[config.mk]
export PLATFORM = sky130hd
export DESIGN_NAME = gray_sobel_frame_seq_flat
export DESIGN_NICKNAME = d
export VERILOG_FILES = /design/src/rtl/gray_sobel_pkg.sv /design/src/rtl/gray_sobel_frame_seq_if.sv /design/src/rtl/valid_delay_line.sv /design/src/rtl/gray_sobel_frame_seq.sv /design/src/flat_wrapper.sv
export SDC_FILE = /design/constraint.sdc
export NUM_CORES = 1
export LEC_CHECK = 0
export CAP_MARGIN = 5
export CORE_MARGIN = 2
export CORE_UTILIZATION = 45
export DETAILED_ROUTE_END_ITERATION = 8
export PLACE_DENSITY_LB_ADDON = 0.15
export SKIP_LAST_GASP = 1
export SLEW_MARGIN = 20
export SYNTH_ARGS = -nofsm -noshare
export SYNTH_HDL_FRONTEND = slang
export SYNTH_SLANG_ARGS = --single-unit
[constraint.sdc]
create_clock -name clk_i -period 2.2 [get_ports clk_i]
set_input_delay 0.22 -clock clk_i [delete_from_list [all_inputs] [get_ports clk_i]]
set_output_delay 0.22 -clock clk_i [all_outputs]
set_load 0.02 [all_outputs]
[src/rtl/gray_sobel_pkg.sv]
// Shared types and constants for the gray/Sobel frame sequencer slice.
// No logic, so it adds no latency.
// Carries no flow control of its own.
package gray_sobel_pkg;

   // Width of an RGB or bypass pixel throughout the datapath
   localparam int MAX_PIXEL_BITS = 24;

   typedef enum logic [1:0] {
      MODE_GRAY       = 2'b00,
      MODE_SOBEL      = 2'b01,
      MODE_GRAY_SOBEL = 2'b10,
      MODE_BYPASS     = 2'b11
   } mode_t;

   typedef enum logic [1:0] {
      IDLE  = 2'b00,
      FEED  = 2'b01,
      DRAIN = 2'b10,
      DONE  = 2'b11
   } seq_state_t;

   // Modes whose results come from the Sobel core, which is qualified by px_ready
   function automatic logic mode_uses_sobel(input mode_t m);
      return (m == MODE_SOBEL) || (m == MODE_GRAY_SOBEL);
   endfunction

endpackage

[src/rtl/gray_sobel_frame_seq_if.sv]
// Bundle of the frame sequencer's control, pixel stream and datapath signals.
// Wires only, so there is no latency.
// Input stream uses valid/ready; the datapath return path has no backpressure.
interface gray_sobel_frame_seq_if;
   import gray_sobel_pkg::*;

   logic                      start_frame_i;
   logic                      abort_i;
   logic [1:0]                cfg_mode_i;
   logic                      in_valid_i;
   logic [MAX_PIXEL_BITS-1:0] in_pixel_i;
   logic                      in_ready_o;
   logic [1:0]                dp_select_o;
   logic                      dp_start_o;
   logic [MAX_PIXEL_BITS-1:0] dp_pixel_o;
   logic [MAX_PIXEL_BITS-1:0] dp_pixel_i;
   logic                      dp_px_ready_i;
   logic                      out_valid_o;
   logic [MAX_PIXEL_BITS-1:0] out_pixel_o;
   logic                      busy_o;
   logic                      done_o;
   logic                      err_o;

   // The sequencer itself
   modport slave (
      input  start_frame_i, abort_i, cfg_mode_i, in_valid_i, in_pixel_i,
             dp_pixel_i, dp_px_ready_i,
      output in_ready_o, dp_select_o, dp_start_o, dp_pixel_o,
             out_valid_o, out_pixel_o, busy_o, done_o, err_o
   );

   // The surroundings: pixel source, datapath and frame controller
   modport master (
      output start_frame_i, abort_i, cfg_mode_i, in_valid_i, in_pixel_i,
             dp_pixel_i, dp_px_ready_i,
      input  in_ready_o, dp_select_o, dp_start_o, dp_pixel_o,
             out_valid_o, out_pixel_o, busy_o, done_o, err_o
   );

endinterface

[src/rtl/valid_delay_line.sv]
// Shift register that delays a valid strobe by DEPTH cycles, with sync clear.
// Latency: exactly DEPTH cycles from vld_i to vld_o.
// No backpressure; busy_o reports any valid still in flight.
module valid_delay_line #(
   parameter int DEPTH = 1
) (
   input  logic clk_i,
   input  logic nreset_i,
   input  logic clr_i,
   input  logic vld_i,
   output logic vld_o,
   output logic busy_o
);

   logic [DEPTH-1:0] sr_q;

   // Shift in the new valid each cycle; a clear drops everything in flight
   always_ff @(posedge clk_i or negedge nreset_i) begin
      if (!nreset_i) begin
         sr_q <= '0;
      end else if (clr_i) begin
         sr_q <= '0;
      end else begin
         sr_q <= DEPTH'({sr_q, vld_i});
      end
   end

   assign vld_o  = sr_q[DEPTH-1];
   assign busy_o = |sr_q;

endmodule

[src/rtl/gray_sobel_frame_seq.sv]
// Frame sequencer: feeds one frame into the gray/Sobel datapath, flushes it, qualifies results.
// Latency: handshake->dp_start +1; bypass result +2; gray result +GRAY_LAT+2; Sobel result +1 after px_ready.
// Backpressure: in_ready only while feeding; results have no backpressure.
module gray_sobel_frame_seq
   import gray_sobel_pkg::*;
#(
   parameter int IMG_W         = 8,
   parameter int IMG_H         = 8,
   parameter int SOBEL_OUT_PX  = (IMG_W - 2) * (IMG_H - 2),
   parameter int GRAY_LAT      = 1,
   parameter int DRAIN_TIMEOUT = 64
) (
   input  logic                  clk_i,
   input  logic                  nreset_i,
   gray_sobel_frame_seq_if.slave sif
);

   localparam int NPIX = IMG_W * IMG_H;
   localparam int CW   = $clog2(NPIX + 1);
   localparam int DW   = $clog2(DRAIN_TIMEOUT + 1);
   localparam logic [CW-1:0] LAST_PX    = CW'(NPIX - 1);
   localparam logic [CW-1:0] SOBEL_N    = CW'(SOBEL_OUT_PX);
   localparam logic [DW-1:0] DRAIN_LAST = DW'(DRAIN_TIMEOUT - 1);

   seq_state_t                state_q, state_d;
   mode_t                     mode_q, mode_d;
   logic [CW-1:0]             in_cnt_q, in_cnt_d;
   logic [CW-1:0]             out_cnt_q, out_cnt_d;
   logic [DW-1:0]             drain_cnt_q, drain_cnt_d;
   logic                      dp_start_q, dp_start_d;
   logic [MAX_PIXEL_BITS-1:0] dp_pixel_q, dp_pixel_d;
   logic                      out_valid_q, out_valid_d;
   logic [MAX_PIXEL_BITS-1:0] out_pixel_q, out_pixel_d;
   logic                      err_q, err_d;
   logic                      vdl_clr, vdl_vld, vdl_busy;
   logic                      hs, sobel_mode, frame_active, pipe_empty;

   // Gray results arrive GRAY_LAT cycles after the start strobe that produced them
   valid_delay_line #(.DEPTH(GRAY_LAT)) u_gray_vdl (
      .clk_i    (clk_i),
      .nreset_i (nreset_i),
      .clr_i    (vdl_clr),
      .vld_i    (dp_start_q),
      .vld_o    (vdl_vld),
      .busy_o   (vdl_busy)
   );

   assign hs           = sif.in_valid_i & (state_q == FEED);
   assign sobel_mode   = mode_uses_sobel(mode_q);
   assign frame_active = (state_q == FEED) || (state_q == DRAIN);
   // Bypass results are captured straight off dp_start, so only the start strobe matters there
   assign pipe_empty   = ~dp_start_q & ((mode_q == MODE_BYPASS) | ~vdl_busy);

   // Next state, counters, datapath drive and result qualification
   always_comb begin
      state_d     = state_q;
      mode_d      = mode_q;
      in_cnt_d    = in_cnt_q;
      out_cnt_d   = out_cnt_q;
      drain_cnt_d = drain_cnt_q;
      dp_start_d  = 1'b0;
      dp_pixel_d  = dp_pixel_q;
      out_valid_d = 1'b0;
      out_pixel_d = out_pixel_q;
      err_d       = err_q;
      vdl_clr     = 1'b0;

      if (sif.abort_i) begin
         // Abort beats every transition, including a coincident start
         state_d = IDLE;
         vdl_clr = 1'b1;
      end else begin
         // Sobel results are counted; px_ready beyond the frame's quota is dropped
         if (sobel_mode) begin
            if (frame_active && sif.dp_px_ready_i && (out_cnt_q < SOBEL_N)) begin
               out_valid_d = 1'b1;
               out_cnt_d   = out_cnt_q + CW'(1);
            end
         end else if (mode_q == MODE_BYPASS) begin
            out_valid_d = dp_start_q;
         end else begin
            out_valid_d = vdl_vld;
         end
         if (out_valid_d) begin
            out_pixel_d = sif.dp_pixel_i;
         end

         case (state_q)
            IDLE: begin
               if (sif.start_frame_i) begin
                  mode_d      = mode_t'(sif.cfg_mode_i);
                  in_cnt_d    = '0;
                  out_cnt_d   = '0;
                  drain_cnt_d = '0;
                  err_d       = 1'b0;
                  vdl_clr     = 1'b1;
                  state_d     = FEED;
               end
            end
            FEED: begin
               if (hs) begin
                  in_cnt_d   = in_cnt_q + CW'(1);
                  dp_start_d = 1'b1;
                  dp_pixel_d = sif.in_pixel_i;
                  if (in_cnt_q == LAST_PX) begin
                     drain_cnt_d = '0;
                     state_d     = DRAIN;
                  end
               end
            end
            DRAIN: begin
               if (sobel_mode ? (out_cnt_q == SOBEL_N) : pipe_empty) begin
                  state_d = DONE;
               end else if (drain_cnt_q == DRAIN_LAST) begin
                  err_d   = 1'b1;
                  state_d = DONE;
               end else begin
                  drain_cnt_d = drain_cnt_q + DW'(1);
                  // Zero pixels push the last window rows out of the Sobel line buffers
                  if (sobel_mode) begin
                     dp_start_d = 1'b1;
                     dp_pixel_d = '0;
                  end
               end
            end
            DONE: begin
               state_d = IDLE;
            end
            default: begin
               state_d = IDLE;
            end
         endcase
      end
   end

   // State, counters and registered outputs
   always_ff @(posedge clk_i or negedge nreset_i) begin
      if (!nreset_i) begin
         state_q     <= IDLE;
         mode_q      <= MODE_GRAY;
         in_cnt_q    <= '0;
         out_cnt_q   <= '0;
         drain_cnt_q <= '0;
         dp_start_q  <= 1'b0;
         dp_pixel_q  <= '0;
         out_valid_q <= 1'b0;
         out_pixel_q <= '0;
         err_q       <= 1'b0;
      end else begin
         state_q     <= state_d;
         mode_q      <= mode_d;
         in_cnt_q    <= in_cnt_d;
         out_cnt_q   <= out_cnt_d;
         drain_cnt_q <= drain_cnt_d;
         dp_start_q  <= dp_start_d;
         dp_pixel_q  <= dp_pixel_d;
         out_valid_q <= out_valid_d;
         out_pixel_q <= out_pixel_d;
         err_q       <= err_d;
      end
   end

   assign sif.in_ready_o  = (state_q == FEED);
   assign sif.dp_select_o = mode_q;
   assign sif.dp_start_o  = dp_start_q;
   assign sif.dp_pixel_o  = dp_pixel_q;
   assign sif.out_valid_o = out_valid_q;
   assign sif.out_pixel_o = out_pixel_q;
   assign sif.busy_o      = (state_q != IDLE);
   assign sif.done_o      = (state_q == DONE);
   assign sif.err_o       = err_q;

endmodule

[src/flat_wrapper.sv]
// flat-port wrapper written by rule: the top's interface ports become plain ports
module gray_sobel_frame_seq_flat import gray_sobel_pkg::*;
#(
   parameter int IMG_W         = 8,
   parameter int IMG_H         = 8,
   parameter int SOBEL_OUT_PX  = (IMG_W - 2) * (IMG_H - 2),
   parameter int GRAY_LAT      = 1,
   parameter int DRAIN_TIMEOUT = 64
)
  (clk_i, nreset_i, sif_start_frame_i, sif_abort_i, sif_cfg_mode_i, sif_in_valid_i, sif_in_pixel_i, sif_dp_pixel_i, sif_dp_px_ready_i, sif_in_ready_o, sif_dp_select_o, sif_dp_start_o, sif_dp_pixel_o, sif_out_valid_o, sif_out_pixel_o, sif_busy_o, sif_done_o, sif_err_o);
  gray_sobel_frame_seq_if sif_i ();
  input  logic clk_i;
  input  logic nreset_i;
  input wire logic [$bits(sif_i.start_frame_i)-1:0] sif_start_frame_i;
  input wire logic [$bits(sif_i.abort_i)-1:0] sif_abort_i;
  input wire logic [$bits(sif_i.cfg_mode_i)-1:0] sif_cfg_mode_i;
  input wire logic [$bits(sif_i.in_valid_i)-1:0] sif_in_valid_i;
  input wire logic [$bits(sif_i.in_pixel_i)-1:0] sif_in_pixel_i;
  input wire logic [$bits(sif_i.dp_pixel_i)-1:0] sif_dp_pixel_i;
  input wire logic [$bits(sif_i.dp_px_ready_i)-1:0] sif_dp_px_ready_i;
  output wire logic [$bits(sif_i.in_ready_o)-1:0] sif_in_ready_o;
  output wire logic [$bits(sif_i.dp_select_o)-1:0] sif_dp_select_o;
  output wire logic [$bits(sif_i.dp_start_o)-1:0] sif_dp_start_o;
  output wire logic [$bits(sif_i.dp_pixel_o)-1:0] sif_dp_pixel_o;
  output wire logic [$bits(sif_i.out_valid_o)-1:0] sif_out_valid_o;
  output wire logic [$bits(sif_i.out_pixel_o)-1:0] sif_out_pixel_o;
  output wire logic [$bits(sif_i.busy_o)-1:0] sif_busy_o;
  output wire logic [$bits(sif_i.done_o)-1:0] sif_done_o;
  output wire logic [$bits(sif_i.err_o)-1:0] sif_err_o;
  assign sif_i.start_frame_i = sif_start_frame_i;
  assign sif_i.abort_i = sif_abort_i;
  assign sif_i.cfg_mode_i = sif_cfg_mode_i;
  assign sif_i.in_valid_i = sif_in_valid_i;
  assign sif_i.in_pixel_i = sif_in_pixel_i;
  assign sif_i.dp_pixel_i = sif_dp_pixel_i;
  assign sif_i.dp_px_ready_i = sif_dp_px_ready_i;
  assign sif_in_ready_o = sif_i.in_ready_o;
  assign sif_dp_select_o = sif_i.dp_select_o;
  assign sif_dp_start_o = sif_i.dp_start_o;
  assign sif_dp_pixel_o = sif_i.dp_pixel_o;
  assign sif_out_valid_o = sif_i.out_valid_o;
  assign sif_out_pixel_o = sif_i.out_pixel_o;
  assign sif_busy_o = sif_i.busy_o;
  assign sif_done_o = sif_i.done_o;
  assign sif_err_o = sif_i.err_o;
  gray_sobel_frame_seq #(.IMG_W(IMG_W), .IMG_H(IMG_H), .SOBEL_OUT_PX(SOBEL_OUT_PX), .GRAY_LAT(GRAY_LAT), .DRAIN_TIMEOUT(DRAIN_TIMEOUT)) u_core (.clk_i(clk_i), .nreset_i(nreset_i), .sif(sif_i));
endmodule
# == Yosys cells after proc, flatten, opt, wreduce, memory -nomap -nowiden ==
# Index checks and enable logic that the tools add are counted.
# word_totals
elab_cells,102
input_bits,56
register_bits,77
# classes
n_addsub,3
reduce_logical,17
bitwise_logic,6
n_lt_le_gt_ge,1
eq_ne,20
muxes,44
# ops
operator,n
24-bit 2-to-1 mux,4
7-bit 2-to-1 mux,10
24-bit one-hot mux with 2 select lines,1
"7-bit by 1-bit adder with 7-bit output, second input constant",3
"7-bit by 6-bit == test with 1-bit output, second input constant",3
7-bit one-hot mux with 3 select lines,1
1-bit 2-to-1 mux,18
7-bit one-hot mux with 2 select lines,1
2-bit 2-to-1 mux,6
"2-bit == test, second input constant",4
"2-bit inequality test, second input constant",4
2-bit one-hot mux with 4 select lines,1
4-bit AND reduction,2
2-bit nonzero test,4
"7-bit by 6-bit less-than comparator with 1-bit output, second input constant",1
7-bit AND reduction,1
"2-bit by 1-bit inequality test with 1-bit output, second input constant",3
"3-bit by 2-bit inequality test with 1-bit output, second input constant",2
6-bit AND reduction,1
5-bit AND reduction,1
"2-bit by 1-bit == test with 1-bit output, second input constant",2
"4-bit inequality test, second input constant",1
1-bit one-hot mux with 2 select lines,2
"3-bit inequality test, second input constant",1
other kinds (9),14

# == Longest topological paths before layout ==
# Gate-level depths: netlist (run 1).
# depth
depth_word,8
ltp_mapped,8

# == Modules after synthesis ==
# From an unflattened synthesis (run 1), not the netlist that was laid out.
# unflattened
hier_cells,280
hier_area_um2,3460.8
# by_module_without_submodules
mod,area_per_inst_um2,cells_per_inst,n_inst,seq_area_each_um2
gray_sobel_frame_seq,3414.5,277,1,1901.8
valid_delay_line,46.3,3,1,25.0

# == Worst setup path after synthesis (run 1) ==
# No wires, ideal clock.
# synth_timing
path_kind,register to register
start,register u_core.state_q[0]
end,register u_core.out_pixel_q[10] (netlist: u_core.sif.out_pixel_o[10])
stages_incl_launch_ff,8
t_arrival_ns,1.828
setup_slack_ns,0.246
n_path_buf,1
setup_ns,0.125
cell_sequence,dfrtp_1 > inv_1 > ha_1 > nand2b_1 > nor4_4 > nor2_2 > buf_6 > mux2_4
# synth_between
elab_chain_len,8
# synth_rtl
element,line_no,rtl
"start, declared",gray_sobel_frame_seq.sv:25,"seq_state_t state_q, state_d;"
"start signal, assigned",gray_sobel_frame_seq.sv:150,state_q <= state_d;
2-bit by 1-bit == test with 1-bit output / 2-bit == test (equally long branches),gray_sobel_frame_seq.sv:50,assign frame_active = (state_q == FEED) || (state_q == DRAIN);
1-bit logical OR (*),gray_sobel_frame_seq.sv:50,
1-bit logical AND (*) (2 in series),gray_sobel_frame_seq.sv:75,if (frame_active && sif.dp_px_ready_i && (out_cnt_q < SOBEL_N)) begin
1-bit 2-to-1 mux (*),gray_sobel_frame_seq.sv:75,
1-bit 2-to-1 mux (*),gray_sobel_frame_seq.sv:74,if (sobel_mode) begin
1-bit 2-to-1 mux (*),gray_sobel_frame_seq.sv:68,if (sif.abort_i) begin
2-bit AND reduction (no line) (*),--,
"end signal, assigned",gray_sobel_frame_seq.sv:158,out_pixel_q <= out_pixel_d;
"end, declared",gray_sobel_frame_seq.sv:33,"logic [MAX_PIXEL_BITS-1:0] out_pixel_q, out_pixel_d;"
# Every way passes the cells marked *; elsewhere a longest branch is shown, timed or not. The select of a mux whose other input is x is not followed.
# A chain may end at the register's enable or synchronous reset.

# == Worst setup path after layout (run 1) ==
# layout_timing
start,register u_core.state_q[1]
end,output port sif_in_ready_o
# layout_between
elab_chain_len,1
# layout_rtl
element,line_no,rtl
2-bit by 1-bit == test with 1-bit output,gray_sobel_frame_seq.sv:163,assign sif.in_ready_o = (state_q == FEED);
"end, declared",flat_wrapper.sv:21,output wire logic [$bits(sif_i.in_ready_o)-1:0] sif_in_ready_o;
# Every way passes these cells.

==> results of run 1 <==
-- sequential cells by signal, indices dropped and copies added (netlist names) --
name / cells
u_core.sif.out_valid_o: 1
u_core.in_cnt_q: 7
u_core.sif.out_pixel_o: 24
u_core.state_q: 2
u_core.out_cnt_q: 7
u_core.drain_cnt_q: 7
u_core.u_gray_vdl.busy_o: 1
u_core.sif.err_o: 1
u_core.sif.dp_select_o: 2
u_core.sif.dp_start_o: 1
u_core.sif.dp_pixel_o: 24
-- repair_timing --
item,in CTS,in global routing
resized for setup,1,0
hold endpoints to repair,33,0
hold buffers,1,0
endpoints found under the setup margin,1,0
-- worst reg2reg max path: cells and delay by family (launching register included) --
| kind | cells | cell delay, ps |
|---|---|---|
| muxes | 1 | 220 |
| AOI/OAI and AO/OA | 2 | 450 |
| DFF | 1 | 420 |
| adders and majority gates | 1 | 150 |
| and+or+nand+nor | 2 | 670 |
| buffers and inverters | 1 | 80 |
-- placed cells by master, fill, tap and decap left out, drive strengths merged, types with 9 or more instances in the layout --
| cell type | netlist | routed |
|---|---|---|
| mux2 | 27 | 27 |
| nand3 | 12 | 12 |
| a22o | 26 | 26 |
| clkdlybuf4s50 | 0 | 110 |
| nor2 | 11 | 11 |
| ha | 10 | 10 |
| dfrtp | 77 | 77 |
| inv | 9 | 9 |
| nand2 | 25 | 25 |
| clkbuf | 6 | 11 |
| buf | 4 | 17 |
-- cell type report --
cell class | instances | share of cell area (%)
Inverter | 9 | 0.671
Timing Repair Buffer | 128 | 25.1
Clock buffer | 11 | 2.61
Multi-Input combinational cell | 184 | 29.6
Clock inverter | 5 | 1.22
Sequential cell | 77 | 38.3
Tap cell | 102 | 2.54
-- power groups by stage --
stage / registers [W] / clock network, W / logic (W)
CTS: 0.00225 / 0.00109 / 0.00352
global route: 0.00232 / 0.00114 / 0.00372
finish: 0.00224 / 0.00106 / 0.00350
global placement: 0.00225 / 0 / 0.00344
floorplan: 0.00277 / 0 / 0.00145
detailed placement: 0.00225 / 0 / 0.00351
-- worst min-delay path by stage --
stage / start / endpoint / slack, ps
2_1_floorplan: nreset_i / u_core.drain_cnt_q[0] / -80
3_3_place_gp: nreset_i / u_core.state_q[0] / 200
3_5_place_dp: nreset_i / u_core.state_q[0] / 200
4_1_cts: nreset_i / u_core.state_q[0] / 360
5_1_grt: nreset_i / u_core.state_q[0] / 400
6_report: nreset_i / u_core.state_q[0] / 350
-- cell families after synthesis --
family                   synth area share, %
AO/OA/AOI/OAI                           14.2
XOR/XNOR                                1.00
adder cells (fa/ha/maj)                 3.57
buffers and inverters                   2.71
flip-flops                              55.0
multiplexers                            11.0
AND/OR/NAND/NOR                         12.5
-- synth_stat cells (3+ instances only) --
cell type	instances
sky130_fd_sc_hd__nor2_1	10
sky130_fd_sc_hd__ha_1	10
sky130_fd_sc_hd__nor2b_1	5
sky130_fd_sc_hd__a22o_1	26
sky130_fd_sc_hd__a21oi_1	4
sky130_fd_sc_hd__o21ai_0	8
sky130_fd_sc_hd__dfrtp_1	77
sky130_fd_sc_hd__o31a_1	4
sky130_fd_sc_hd__buf_6	3
sky130_fd_sc_hd__or4_1	3
sky130_fd_sc_hd__clkbuf_1	6
sky130_fd_sc_hd__a21o_1	5
sky130_fd_sc_hd__nand3_1	10
sky130_fd_sc_hd__nand2b_1	3
sky130_fd_sc_hd__nor3_1	5
sky130_fd_sc_hd__mux2_2	8
sky130_fd_sc_hd__inv_1	9
sky130_fd_sc_hd__mux2_4	19
sky130_fd_sc_hd__nand4_1	6
sky130_fd_sc_hd__nand2_1	25
sky130_fd_sc_hd__and3_1	3
-- stage by stage --
| step | std cells | hold WS, ps | area, um^2 |
|---|---|---|---|
| finish | 516 | 350 | 5030 |
| global route | 516 | 397 | 5030 |
| CTS | 516 | 356 | 5030 |
| detailed placement | 499 | 202 | 4820 |
| global placement | 499 | 196 | 4820 |
| floorplan | 280 | -75.6 | 3500 |
-- per-layer routing --
metal  vias to the layer above  share of wire [%]  wire length, um  track usage, %
li1                       1280                  -                -               -
met1                      1343                 44             3600            25.9
met2                        87                 49             3950            32.4
met3                         8                6.2              503            5.34
met4                         0                1.1               91            7.84
met5                         -                  0                0               0
==> flow_summary.json, run 1 <==
{
  "setup_slack_ps": 117,
  "synth_area_leader_cell": "sky130_fd_sc_hd__dfrtp_1",
  "synthArstFlopShare_pct": 100,
  "post-route-drc-count": 0,
  "timing.critical_path.arrival_ps": 1860,
  "worstSetupPathDepth": 4,
  "cap_viol_max_count": 0,
  "final_hold_viol_count": 0,
  "grt_pass1_vias": 2787,
  "antenna_found_initial": 0,
  "antenna_left": 0,
  "port_buffers": 111,
  "cts.path.max_buffers": 2,
  "vias": 2718,
  "comb_power_share_pct": 51.4,
  "number_of_iterations_in_the_first_detailed_routing_pass": 5,
  "synth_top_cells_by_area": "sky130_fd_sc_hd__dfrtp_1, sky130_fd_sc_hd__mux2_4, sky130_fd_sc_hd__a22o_1",
  "routability_congestion_estimate_from_global_placement": 0.829,
  "crit_path_cell_trace": "inv_1 -> ha_1 -> buf_4 -> clkdlybuf4s50_1",
  "tns_ps": 0,
  "critical_path.max_fanout": 11,
  "grt.overflow.total": 0,
  "drt-wirelength-per-cell_um": 15.8,
  "synthesis.area_um2": 3500,
  "source_to_sink_clock_delay_at_the_later_pin_of_the_worst_skew_pair_ps": 350,
  "timing.reg2reg.setup_slack_ps": 160,
  "result_of_the_run": "completed",
  "syn2layout_area_growth_pct": 43.7,
  "num_antenna_cells": 0,
  "cp.required_ps": 1980,
  "tritoncts": "done",
  "clock-root-buffer": "sky130_fd_sc_hd__clkbuf_8",
  "postSynth.topFlopCell": "sky130_fd_sc_hd__dfrtp_1",
  "place.detailed.hpwl_um": 5910,
  "endpoint_kind_of_the_worst_setup_timing_path": "output pin",
  "buffering_stage_count_on_the_worst_path_with_inverters_included": 3,
  "worst_pin_slew_ps": 587,
  "post_route_cells_drive_above_1_share_pct": 15.9,
  "floorplan.initialDensity_pct": 45.8,
  "setup.worst_path.start_class": "flop",
  "clkPwrFrac_pct": 15.6,
  "synth_top_cell_area_share_pct": 55.0,
  "groute.usage.overall_pct": 20.1,
  "p_sw_share_pct": 37.1,
  "critPathCapture": "sif_in_ready_o",
  "slew-limit-headroom_pct": 60.7,
  "timing.rr.end": "u_core.state_q[1]",
  "global_route_wire_length_before_repair_um": 13500,
  "power_switching_w": 0.00253,
  "timing.critical_path.max_delay_family": "buffers and inverters",
  "drt-initial-drc-count": 109,
  "synth_area_per_cell_um2": 12.5,
  "ys_types": 44,
  "min-delay-path-class": "input pin to asynchronous set/reset pin",
  "worst_path_largest_cell_delay_ps": 620,
  "number_of_max_slew_violations_in_the_final_report": 0,
  "detailedPlace.worstSlack_ps": 13.4,
  "drt-vias-per-instance": 5.27,
  "setup_viol_count_final": 0,
  "leakagePower_nw": 2.29,
  "unrepaired_setup_endpoints_after_global_routing": "no",
  "die_w_um": 92.2,
  "yosys_register_bits": 77,
  "postCtsSetupBuffers": 0,
  "synthCells": 280,
  "critPathKind": "flop to output pin",
  "fillers": 591,
  "fin_util_pct": 65.8,
  "full_die_area_um2": 8510,
  "post-route-period-util_pct": 94.7,
  "final-seq-area_um2": 1930,
  "achievable-frequency_ghz": 0.480,
  "timing.final.crit_period_ps": 2080,
  "total_area_of_multi_input_combinational_cells_um2": 1490,
  "cts_max_level": 3,
  "crit-reg2reg-launch": "u_core.out_cnt_q[0]",
  "placementRows": 32,
  "clk_transition_reported_paths_ps": 80,
  "worst_clock_skew_ps": 11.0,
  "number_of_enable_type_register_cells_in_the_synthesized_netlist": 0,
  "crit_start": "u_core.state_q[1]",
  "wirelength_um": 8150,
  "p_seq_share_pct": 33.0,
  "die_h_um": 92.2,
  "cts_made_buffers": 9,
  "final_net_count": 475,
  "synth_sequential_area_ratio_pct": 55.0,
  "cellInternalPower_w": 0.00428,
  "cts.sink_count": 77,
  "maximum_number_of_pins_on_one_net_before_global_route_repair": 45,
  "pwrdens_nw_per_um2": 1350,
  "critical_path.slowest_cell": "sky130_fd_sc_hd__clkdlybuf4s50_1",
  "top_level_ports": 112,
  "syn_nets": 346,
  "design_power_total_w": 0.00681,
  "ys_warn_count": 0,
  "vdd_ir_drop_max_mv": 0.686,
  "reg2regPathDepth": 7,
  "placeableCoreArea_um2": 7650
}
(Power assumes the default switching activity.)
==> inputs of run 2 (changes only) <==
CELL_PAD_IN_SITES_DETAIL_PLACEMENT = 1   (was unset)
CELL_PAD_IN_SITES_GLOBAL_PLACEMENT = 1   (was unset)
CORE_UTILIZATION = 36   (was 45)
==> run 2 against run 1 <==
Compared with the run above:
- hold slack gained 30 ps
- final area grew 0.15%
- via count grew 1.3%
- sequential cell count is the same
- register-to-register slack is essentially flat
- sequential share of layout area shrank 0.057 points
- clock skew shrank 0.77 ps
==> flow_summary.json, run 2 (same netlist as run 1, synthesis figures left out) <==
{
  "result_of_the_run": "completed",
  "wirelength_um": 9390,
  "full_die_area_um2": 10500,
  "die_h_um": 103,
  "timing.final.crit_period_ps": 2040,
  "timing.rr.end": "u_core.sif.out_pixel_o[20]",
  "mostFrequentLayoutCells": "sky130_fd_sc_hd__clkdlybuf4s50_1, sky130_fd_sc_hd__dfrtp_1, sky130_fd_sc_hd__a22o_1",
  "tritoncts": "done",
  "achievable-frequency_ghz": 0.490,
  "global_route_wire_length_before_repair_um": 15300,
  "pwrdens_nw_per_um2": 1340,
  "cts_made_buffers": 9,
  "groute.usage.overall_pct": 18.9,
  "num_antenna_cells": 0,
  "dpl-instance-area_um2": 4850,
  "antenna_found_initial": 0,
  "place.detailed.hpwl_um": 7000,
  "layoutNonFillerInstCount": 544,
  "post_route_cells_drive_above_1_share_pct": 15.6,
  "final_area_um2": 5040,
  "setup_viol_count_final": 0,
  "antenna_left": 0,
  "vdd_ir_drop_max_mv": 0.517,
  "maximum_number_of_pins_on_one_net_before_global_route_repair": 40,
  "final_hold_viol_count": 0,
  "die_w_um": 103,
  "syn2layout_area_growth_pct": 43.9,
  "post-route-period-util_pct": 92.7,
  "tns_ps": 0,
  "clk_transition_reported_paths_ps": 80,
  "drt-initial-drc-count": 57,
  "number_of_iterations_in_the_first_detailed_routing_pass": 4,
  "drt-vias-per-instance": 5.06,
  "reg2regPathDepth": 7,
  "placementRows": 36,
  "critPathKind": "flop to output pin",
  "grt_pass1_vias": 3016,
  "most_common_library_cell_in_the_layout_ignoring_fill_and_taps": "sky130_fd_sc_hd__clkdlybuf4s50_1",
  "dp_cells": 527,
  "floorplan.initialDensity_pct": 36.5,
  "cp.required_ps": 1980,
  "final_net_count": 472,
  "drt-wirelength-per-cell_um": 17.3,
  "cts.path.max_buffers": 2,
  "worst_clock_skew_ps": 10.2,
  "finalHoldWorstSlack_ps": 379,
  "slew-limit-headroom_pct": 66.1,
  "port_buffers": 111,
  "timing.reg2reg.setup_slack_ps": 170,
  "top_level_ports": 112,
  "worst_pin_slew_ps": 509,
  "clock-root-buffer": "sky130_fd_sc_hd__clkbuf_8",
  "grt.overflow.total": 0,
  "number_of_max_slew_violations_in_the_final_report": 0,
  "timing.critical_path.arrival_ps": 1820,
  "post-route-drc-count": 0,
  "endpoint_kind_of_the_worst_setup_timing_path": "output pin",
  "source_to_sink_clock_delay_at_the_later_pin_of_the_worst_skew_pair_ps": 350,
  "crit-reg2reg-launch": "u_core.state_q[0]",
  "vias": 2754,
  "postCtsSetupBuffers": 0,
  "cap_viol_max_count": 0,
  "cts.sink_count": 77,
  "placeableCoreArea_um2": 9590,
  "setup.worst_path.start_class": "flop",
  "critical_path.max_fanout": 6,
  "leakagePower_nw": 2.29,
  "routability_congestion_estimate_from_global_placement": 0.806,
  "cts_max_level": 3,
  "unrepaired_setup_endpoints_after_global_routing": "no",
  "min-delay-path-class": "input pin to asynchronous set/reset pin"
}
==> run 2: how the worst max path moves through the flow <==
stage / from / end / slack (ps) / cells after the start
after floorplan: u_core.state_q[0] / u_core.sif.out_pixel_o[10] / 250 / 7
after detailed placement: sif_in_valid_i / u_core.drain_cnt_q[3] / 120 / 6
final: u_core.state_q[0] / sif_busy_o / 160 / 4
after CTS: u_core.state_q[1] / sif_in_ready_o / 80 / 4
after global placement: sif_in_valid_i / u_core.drain_cnt_q[3] / 140 / 6
after global routing: u_core.state_q[0] / u_core.drain_cnt_q[3] / 30 / 7
==> run 2: metal layers <==
layer  up-vias  global-route usage [%]  share of wire (%)
met5         -                       0                  0
met4         0                    5.85                1.1
met3         9                    6.03                5.7
met2        69                    31.8                 51
met1      1403                    23.2                 42
li1       1273                       -                  -
==> run 2: power by group <==
part,internal (W),switching (W)
clock network,0.000443,0.000531
logic,0.00182,0.00172
registers,0.00192,0.000323
==> run 2: critical path: stages, from the launching register on <==
cell                              delay, ps
sky130_fd_sc_hd__dfrtp_1                410
sky130_fd_sc_hd__inv_1                  100
sky130_fd_sc_hd__ha_1                   290
sky130_fd_sc_hd__inv_1                   80
sky130_fd_sc_hd__clkdlybuf4s50_1        610
==> run 2: area by class of cell <==
class                           count  area [um^2]
Fill cell                        1009         4550
Sequential cell                    77         1930
Multi-Input combinational cell    184         1480
Timing Repair Buffer              125         1260
Tap cell                          133          166
Clock buffer                       11          141
Clock inverter                      5         35.0
Inverter                            9         33.8
==> run 2: through the flow <==
stage	utilization, %	total power (W)	worst slack, ps
6_report	52.5	0.00676	161
2_1_floorplan	-	0.00422	246
5_1_grt	52.5	0.00721	28.6
3_5_place_dp	50.6	0.00584	125
3_3_place_gp	50.6	0.00574	137
4_1_cts	52.5	0.00687	77.1
==> run 2: timing repair <==
action / CTS / global route
hold buffers: 1 / 0
endpoints found under the hold margin: 38 / 0
endpoints found under the setup margin: 0 / 1
gates resized for setup: 0 / 1
